[src/rtl/multicycle_ctrl_if.sv]
// Shared instruction/data memory port between the sequencer and memory.
// Memory may stretch any request by holding mem_ready low.
interface multicycle_ctrl_if;
   logic mem_req;
   logic mem_we;
   logic mem_sel_d;
   logic mem_ready;

   modport master (output mem_req, output mem_we, output mem_sel_d, input mem_ready);
   modport slave  (input mem_req, input mem_we, input mem_sel_d, output mem_ready);
endinterface

[src/rtl/multicycle_ctrl.sv]
// Multi-cycle RV32 control sequencer: FETCH/DECODE/EXEC/MEM/WB with a
// wait-state memory handshake, watchdog, retire counter and halt flags.
module multicycle_ctrl #(
   parameter int RET_W   = 32,
   parameter int TIMEOUT = 255
) (
   input  logic               clk,
   input  logic               rst_n,
   multicycle_ctrl_if.master  bus,
   input  logic [6:0]         opcode,
   input  logic [2:0]         funct3,
   input  logic               funct7_5,
   input  logic               zero,
   output logic               ir_we,
   output logic               pc_we,
   output logic               pc_src,
   output logic               alu_src_b,
   output logic [3:0]         alu_op,
   output logic               reg_we,
   output logic               wb_sel,
   output logic               halted,
   output logic               illegal,
   output logic               bus_err,
   output logic [RET_W-1:0]   retired,
   output logic [2:0]         state
);

   typedef enum logic [2:0] {
      S_FETCH  = 3'd0,
      S_DECODE = 3'd1,
      S_EXEC   = 3'd2,
      S_MEM    = 3'd3,
      S_WB     = 3'd4,
      S_HALT   = 3'd5
   } state_t;

   localparam logic [6:0]  OP_R    = 7'b0110011;
   localparam logic [6:0]  OP_I    = 7'b0010011;
   localparam logic [6:0]  OP_LD   = 7'b0000011;
   localparam logic [6:0]  OP_ST   = 7'b0100011;
   localparam logic [6:0]  OP_BR   = 7'b1100011;
   localparam logic [6:0]  OP_HALT = 7'b1111111;
   localparam logic [15:0] WD_LAST = 16'(TIMEOUT - 1);

   state_t           st, st_nxt;
   logic [6:0]       op_p1;
   logic [2:0]       f3_p1;
   logic             f7_p1;
   logic [15:0]      wcnt;
   logic [RET_W-1:0] ret_cnt;
   logic             ill_q, berr_q;
   logic             req_c, we_c, seld_c, irwe_c, pcwe_c, pcsrc_c;
   logic             asb_c, regwe_c, wbsel_c;
   logic [3:0]       aop_c;
   logic             retire_c, set_ill_c, set_berr_c;
   logic             wd_expire;

   function automatic logic legal_op(input logic [6:0] op, input logic [2:0] f3);
      case (op)
         OP_R, OP_I, OP_LD, OP_ST: legal_op = 1'b1;
         OP_BR:                    legal_op = (f3 == 3'b000) || (f3 == 3'b001);
         default:                  legal_op = 1'b0;
      endcase
   endfunction

   function automatic logic [3:0] alu_ctl(input logic [6:0] op, input logic [2:0] f3,
                                          input logic f7);
      case (op)
         OP_R:    alu_ctl = {f7, f3};
         OP_I:    alu_ctl = {(f3 == 3'b101) & f7, f3};
         OP_BR:   alu_ctl = 4'b1000;
         default: alu_ctl = 4'b0000;
      endcase
   endfunction

   // A miss on this cycle would bring the wait counter up to TIMEOUT.
   assign wd_expire = !bus.mem_ready && (wcnt == WD_LAST);

   always_comb begin
      st_nxt     = st;
      req_c      = 1'b0;
      we_c       = 1'b0;
      seld_c     = 1'b0;
      irwe_c     = 1'b0;
      pcwe_c     = 1'b0;
      pcsrc_c    = 1'b0;
      asb_c      = 1'b0;
      aop_c      = 4'b0000;
      regwe_c    = 1'b0;
      wbsel_c    = 1'b0;
      retire_c   = 1'b0;
      set_ill_c  = 1'b0;
      set_berr_c = 1'b0;
      case (st)
         S_FETCH: begin
            req_c = 1'b1;
            if (bus.mem_ready) begin
               irwe_c = 1'b1;
               pcwe_c = 1'b1;
               st_nxt = S_DECODE;
            end else if (wd_expire) begin
               set_berr_c = 1'b1;
               st_nxt     = S_HALT;
            end
         end
         S_DECODE: begin
            if (opcode == OP_HALT) begin
               st_nxt = S_HALT;
            end else if (legal_op(opcode, funct3)) begin
               st_nxt = S_EXEC;
            end else begin
               set_ill_c = 1'b1;
               st_nxt    = S_HALT;
            end
         end
         S_EXEC: begin
            asb_c = (op_p1 == OP_I) || (op_p1 == OP_LD) || (op_p1 == OP_ST);
            aop_c = alu_ctl(op_p1, f3_p1, f7_p1);
            case (op_p1)
               OP_BR: begin
                  // Only BEQ/BNE get here, so funct3[0] selects the sense of zero.
                  pcwe_c   = f3_p1[0] ? !zero : zero;
                  pcsrc_c  = pcwe_c;
                  retire_c = 1'b1;
                  st_nxt   = S_FETCH;
               end
               OP_R, OP_I:   st_nxt = S_WB;
               OP_LD, OP_ST: st_nxt = S_MEM;
               default:      st_nxt = S_HALT;
            endcase
         end
         S_MEM: begin
            req_c  = 1'b1;
            seld_c = 1'b1;
            we_c   = (op_p1 == OP_ST);
            if (bus.mem_ready) begin
               if (op_p1 == OP_ST) begin
                  retire_c = 1'b1;
                  st_nxt   = S_FETCH;
               end else begin
                  st_nxt = S_WB;
               end
            end else if (wd_expire) begin
               set_berr_c = 1'b1;
               st_nxt     = S_HALT;
            end
         end
         S_WB: begin
            regwe_c  = 1'b1;
            wbsel_c  = (op_p1 == OP_LD);
            retire_c = 1'b1;
            st_nxt   = S_FETCH;
         end
         S_HALT:  st_nxt = S_HALT;
         default: st_nxt = S_HALT;
      endcase
   end

   always_ff @(posedge clk or negedge rst_n) begin
      if (!rst_n) begin
         st      <= S_FETCH;
         wcnt    <= '0;
         ret_cnt <= '0;
         ill_q   <= 1'b0;
         berr_q  <= 1'b0;
      end else begin
         st <= st_nxt;
         if (st_nxt != st && (st_nxt == S_FETCH || st_nxt == S_MEM))
            wcnt <= '0;
         else if (req_c && !bus.mem_ready)
            wcnt <= wcnt + 16'd1;
         if (retire_c)
            ret_cnt <= ret_cnt + RET_W'(1);
         if (set_ill_c)
            ill_q <= 1'b1;
         if (set_berr_c)
            berr_q <= 1'b1;
      end
   end

   // Instruction fields captured in DECODE; later states never look at the live inputs.
   always_ff @(posedge clk) begin
      if (st == S_DECODE) begin
         op_p1 <= opcode;
         f3_p1 <= funct3;
         f7_p1 <= funct7_5;
      end
   end

   // Reset masks every strobe combinationally so nothing is requested while rst_n is low.
   assign bus.mem_req   = rst_n & req_c;
   assign bus.mem_we    = rst_n & we_c;
   assign bus.mem_sel_d = rst_n & seld_c;
   assign ir_we         = rst_n & irwe_c;
   assign pc_we         = rst_n & pcwe_c;
   assign pc_src        = rst_n & pcsrc_c;
   assign alu_src_b     = rst_n & asb_c;
   assign alu_op        = rst_n ? aop_c : 4'b0000;
   assign reg_we        = rst_n & regwe_c;
   assign wb_sel        = rst_n & wbsel_c;
   assign halted        = rst_n & (st == S_HALT);
   assign illegal       = ill_q;
   assign bus_err       = berr_q;
   assign retired       = ret_cnt;
   assign state         = st;

endmodule

[src/flat_wrapper.sv]
// flat-port wrapper written by rule: the top's interface ports become plain ports
module multicycle_ctrl_flat 
#(
   parameter int RET_W   = 32,
   parameter int TIMEOUT = 255
)
  (clk, rst_n, opcode, funct3, funct7_5, zero, ir_we, pc_we, pc_src, alu_src_b, alu_op, reg_we, wb_sel, halted, illegal, bus_err, retired, state, bus_mem_req, bus_mem_we, bus_mem_sel_d, bus_mem_ready);
  multicycle_ctrl_if bus_i ();
  input  logic clk;
  input  logic rst_n;
  input  logic [6:0] opcode;
  input  logic [2:0] funct3;
  input  logic funct7_5;
  input  logic zero;
  output logic ir_we;
  output logic pc_we;
  output logic pc_src;
  output logic alu_src_b;
  output logic [3:0] alu_op;
  output logic reg_we;
  output logic wb_sel;
  output logic halted;
  output logic illegal;
  output logic bus_err;
  output logic [RET_W-1:0] retired;
  output logic [2:0] state;
  output wire logic [$bits(bus_i.mem_req)-1:0] bus_mem_req;
  output wire logic [$bits(bus_i.mem_we)-1:0] bus_mem_we;
  output wire logic [$bits(bus_i.mem_sel_d)-1:0] bus_mem_sel_d;
  input wire logic [$bits(bus_i.mem_ready)-1:0] bus_mem_ready;
  assign bus_mem_req = bus_i.mem_req;
  assign bus_mem_we = bus_i.mem_we;
  assign bus_mem_sel_d = bus_i.mem_sel_d;
  assign bus_i.mem_ready = bus_mem_ready;
  multicycle_ctrl #(.RET_W(RET_W), .TIMEOUT(TIMEOUT)) u_core (.clk(clk), .rst_n(rst_n), .bus(bus_i), .opcode(opcode), .funct3(funct3), .funct7_5(funct7_5), .zero(zero), .ir_we(ir_we), .pc_we(pc_we), .pc_src(pc_src), .alu_src_b(alu_src_b), .alu_op(alu_op), .reg_we(reg_we), .wb_sel(wb_sel), .halted(halted), .illegal(illegal), .bus_err(bus_err), .retired(retired), .state(state));
endmodule
[config.mk]
export PLATFORM = sky130hd
export DESIGN_NAME = multicycle_ctrl_flat
export DESIGN_NICKNAME = d
export VERILOG_FILES = /design/src/rtl/multicycle_ctrl_if.sv /design/src/rtl/multicycle_ctrl.sv /design/src/flat_wrapper.sv
export SDC_FILE = /design/constraint.sdc
export NUM_CORES = 1
export LEC_CHECK = 0
export CORE_MARGIN = 3
export CORE_UTILIZATION = 40
export CTS_CLUSTER_SIZE = 8
export DETAILED_ROUTE_END_ITERATION = 7
export GPL_TIMING_DRIVEN = 0
export PLACE_DENSITY_LB_ADDON = 0.12
export SLEW_MARGIN = 5
export SYNTH_ARGS = -nofsm -noshare
export SYNTH_HDL_FRONTEND = slang
export SYNTH_SLANG_ARGS = --single-unit
[constraint.sdc]
create_clock -name clk -period 4.1 [get_ports clk]
set_clock_uncertainty 0.05 [all_clocks]
set_input_delay 0.82 -clock clk [delete_from_list [all_inputs] [get_ports clk]]
set_output_delay 0.82 -clock clk [all_outputs]
set_load 0.01 [all_outputs]
* After elaboration in Yosys (flattened, before gate mapping)
Index checks and enable logic that the tools add are counted.
Storage, ports and cells: register bits 64, bits of input ports 15, output and inout bits 51, logic and storage cells 97
Cells by class: add/sub/neg operators 2, eq/ne operators 21, mux-type cells 38, bitwise gates (word level) 11, reduce and logical (&&, ||, !) cells 17
Operators by type and width (count):
- $add A32 B1 Y32 const B | 1
- $mux W16 | 2
- $eq A7 B6 Y1 const B | 4
- $mux W1 | 22
- $eq A7 B7 Y1 const B | 3
- $mux W3 | 6
- $add A16 B1 Y16 const B | 1
- $eq A16 B8 Y1 const B | 1
- $pmux W3 S5 | 1
- $eq A7 B2 Y1 const B | 2
- $eq A7 B5 Y1 const B | 2
- $pmux W4 S3 | 1
- $and A1 B1 Y1 | 11
- $eq A3 B2 Y1 const B | 3
- $eq A3 B3 Y1 const B | 3
- $logic_not A3 Y1 | 3
- $pmux W3 S3 | 1
- $mux W4 | 2
- $eq A3 B1 Y1 const B | 2
- $reduce_or A2 Y1 | 3
- $logic_or A1 B1 Y1 | 4
- $pmux W1 S2 | 2
- $reduce_or A4 Y1 | 1
- $logic_and A1 B1 Y1 | 3
- 4 further kinds | 5

* Depth between registers and ports, before layout
word-level depth 12, gate-level depth with buffers 8, mapped depth without buffers 7

* Worst setup path before layout
Ideal clock, no wire load.
path type input to output, start point input rst_n, end point output pc_we, arrival 1.784 ns, data required time 3.230 ns, setup slack 1.446 ns, cell stages on the path 4, buffers on the path 0, path through nand2b_1 > or3_1 > nor3_1 > or2_2
On the way: longest elaborated chain between the ends 1
Ends and longest elaborated chain:
- from (decl) | RTL line flat_wrapper.sv:10 | input logic rst_n;
- $and A1 B1 Y1 | RTL line multicycle_ctrl.sv:195 | assign pc_we = rst_n & pcwe_c;
- to (decl) | RTL line flat_wrapper.sv:16 | output logic pc_we;
Every way passes these cells.

* Worst setup path after layout
Same ends and word-level chain as after synthesis.

==> out/summary.txt <==
Outcome: finished clean
Core Rows: 32
Num CTS Buffers: 9
Final ANT Viol Nets: 0
Post-synth top area share: 40.0%
Total power: 1.89 mW
Max-cap violations: 0
Crit path capture type: primary output
EDFF count, synth: 11
Aggregate global routing overflow: 0
HP Start: u_core.illegal
IO Pins: 66
Final setup fails: 0
Layout fillers: 739
Synth cell count leaders: dfrtp_1 (53), xor2_1 (35), nor2_1 (33), nand2_1 (25), nand3_1 (22)
Hpwl dp: 5450 um
Detailed router's first-iteration violation count: 70
Final hold violations: 0
H-tree depth: 3
CP Launch Type: input port
Largest net degree at the start of global routing: 33
Clock buffer depth: 2
Fin area: 4310 um2
CP arrival: 2770 ps
Global Route Usage Sum: 16.4%
Synth area leaders: dfrtp_1 (40%), edfxtp_1 (10%), xor2_1 (9.3%)
Routability congestion estimate from global placement: 0.759
First-pass GRT wire length: 12,600 um
Initial core utilization: 42.0%
Via count: 2,651
Dpl cells: 486
Crit path time final: 3640 ps
Worst Hold Class: reg -> reg
Worst-Margin Slew: 853 ps
Vias per cell: 5.28
Clk sinks: 64
Router iterations before antenna repair: 4
Crit path launch: rst_n
Post-Place Cell Area: 4100 um2
Slew Limit Fails: 0
Leakage: 1.88 nW
Vias in the first global route: 2,608
Most frequent cell after synthesis: dfrtp_1
CTS Hold Bufs: 0
Synthesized area: 3310 um2
Share of cells above drive strength 1: 9.75%
Port Buffers: 64
Register area share after synthesis: 50.0%
Core box area: 7890 um2
Final core utilization: 54.7%
RSZ-0062 raised after global routing: false
Syn. warnings: 0
Cell Pwr Density: 438 nW/um2
# resized after CTS: 0
Synth cell types: 51
Max frequency: 275 MHz
Ys flop type: dfrtp_1
R2R depth: 6
Wirelength per Cell: 14.9 um
Worst skew pair latency: 340 ps
VDD IR-drop max: 0.354 mV
Die Area: 9410 um2
Yosys top cell by area: dfrtp_1
Max transition margin: 42.8%
Worst r2r src: u_core.state[0]
Initial antenna violation count: 0
Layout net count: 413
Worst hold path cell count: 1
DRC: 0
Chip Height: 97.0 um
Critical path peak fanout: 25
Post-route setup TNS: 0 ps
Synth Net Count: 337
Postcts setup bufs: 0
Clock slew at reported path FFs: 60 ps
DIE WIDTH: 97.0 um
CP required: 3230 ps
Post-synth ARST share: 82.8%
Synthesized area per cell: 10.4 um2
Yosys reg bits: 64
Total wire length: 7470 um
CTS tree: built
ANT cells: 0
P&R area growth vs syn: 30.2%
CTS root buf: clkbuf_8
Non-Filler Instances: 502
Setup CP Type: in -> out
Crit share post-route: 88.7%
Synthesized instance count: 319
path summary, 6_finish.rpt:
check	slack [ps]	endpoint
max in group asynchronous	2980	u_core.retired[26]
worst max-delay path	460	pc_we
worst min-delay path	410	u_core.illegal
worst max register to register	1730	u_core.wcnt[4]
min in group asynchronous	450	u_core.state[1]
worst min register to register	410	u_core.illegal
metrics by stage:
stage          hold slack (ps)  setup slack (ps)
2_1_floorplan              443              1450
3_5_place_dp               402               377
3_3_place_gp               392             -1680
5_1_grt                    427               233
4_1_cts                    417               403
6_report                   409               463
power by group:
part / internal (mW) / switching [mW]
sequential: 0.737 / 0.0678
clock: 0.339 / 0.248
combinational: 0.211 / 0.286
logic make-up (layout without fill, tap and decap cells):
logic type,count (synthesis),count (layout),synth area share (%)
DFF,64,64,50.0
xor gates and xnor gates,48,48,12.7
and+or+nand+nor,161,161,26.8
adders and majority gates,3,3,1.13
buffers and inverters,20,101,3.10
AOI/OAI and AO/OA,23,23,6.31
cell type report:
| type | instances | area, um2 | area share, % |
|---|---|---|---|
| sequential | 64 | 1660 | 38.4 |
| multi-input combinational | 235 | 1560 | 36.1 |
| timing repair buffer | 65 | 656 | 15.2 |
| clock buffer | 10 | 128 | 2.96 |
| tap | 102 | 128 | 2.96 |
| clock inverter | 6 | 83.8 | 1.94 |
| buffer | 15 | 83.8 | 1.94 |
| inverter | 5 | 18.8 | 0.435 |
layout by cell type (no fill, tap or decap), types with 3 or more instances in the layout:
| cell | n |
|---|---|
| ha_1 | 3 |
| buf_2 | 4 |
| nor4_1 | 5 |
| nand2_1 | 25 |
| and3_1 | 15 |
| nand4_1 | 15 |
| xnor2_1 | 13 |
| or3_1 | 3 |
| xor2_1 | 35 |
| clkbuf_1 | 9 |
| edfxtp_1 | 11 |
| clkbuf_8 | 9 |
| buf_6 | 3 |
| nor2_1 | 33 |
| nand3_1 | 22 |
| dfrtp_1 | 53 |
| clkdlybuf4s50_1 | 63 |
| nor4_2 | 3 |
| nor3_1 | 17 |
| inv_1 | 5 |
| nand2b_1 | 3 |
| a21oi_1 | 3 |
registers in the layout (all words and copies together) (netlist names):
register and cells:
u_core.retired 32, u_core.wcnt 16, u_core.op_p1 7, u_core.f3_p1 3, u_core.state 3, u_core.bus_err 1, u_core.f7_p1 1, u_core.illegal 1
critical path: stages:
cell	delay [ps]
buf_2	480
nand2b_1	200
or3_1	390
nor3_1	210
or2_2	140
clkdlybuf4s50_1	520
metal layers:
metal / global-route usage, % / wire (um) / vias to the layer above
met5: 0 / 0 / -
met4: 5.72 / 95 / 0
met3: 3.89 / 362 / 7
met2: 26.1 / 3540 / 72
met1: 21.8 / 3470 / 1278
li1: - / - / 1294
Power figures use the tool's default switching activity.
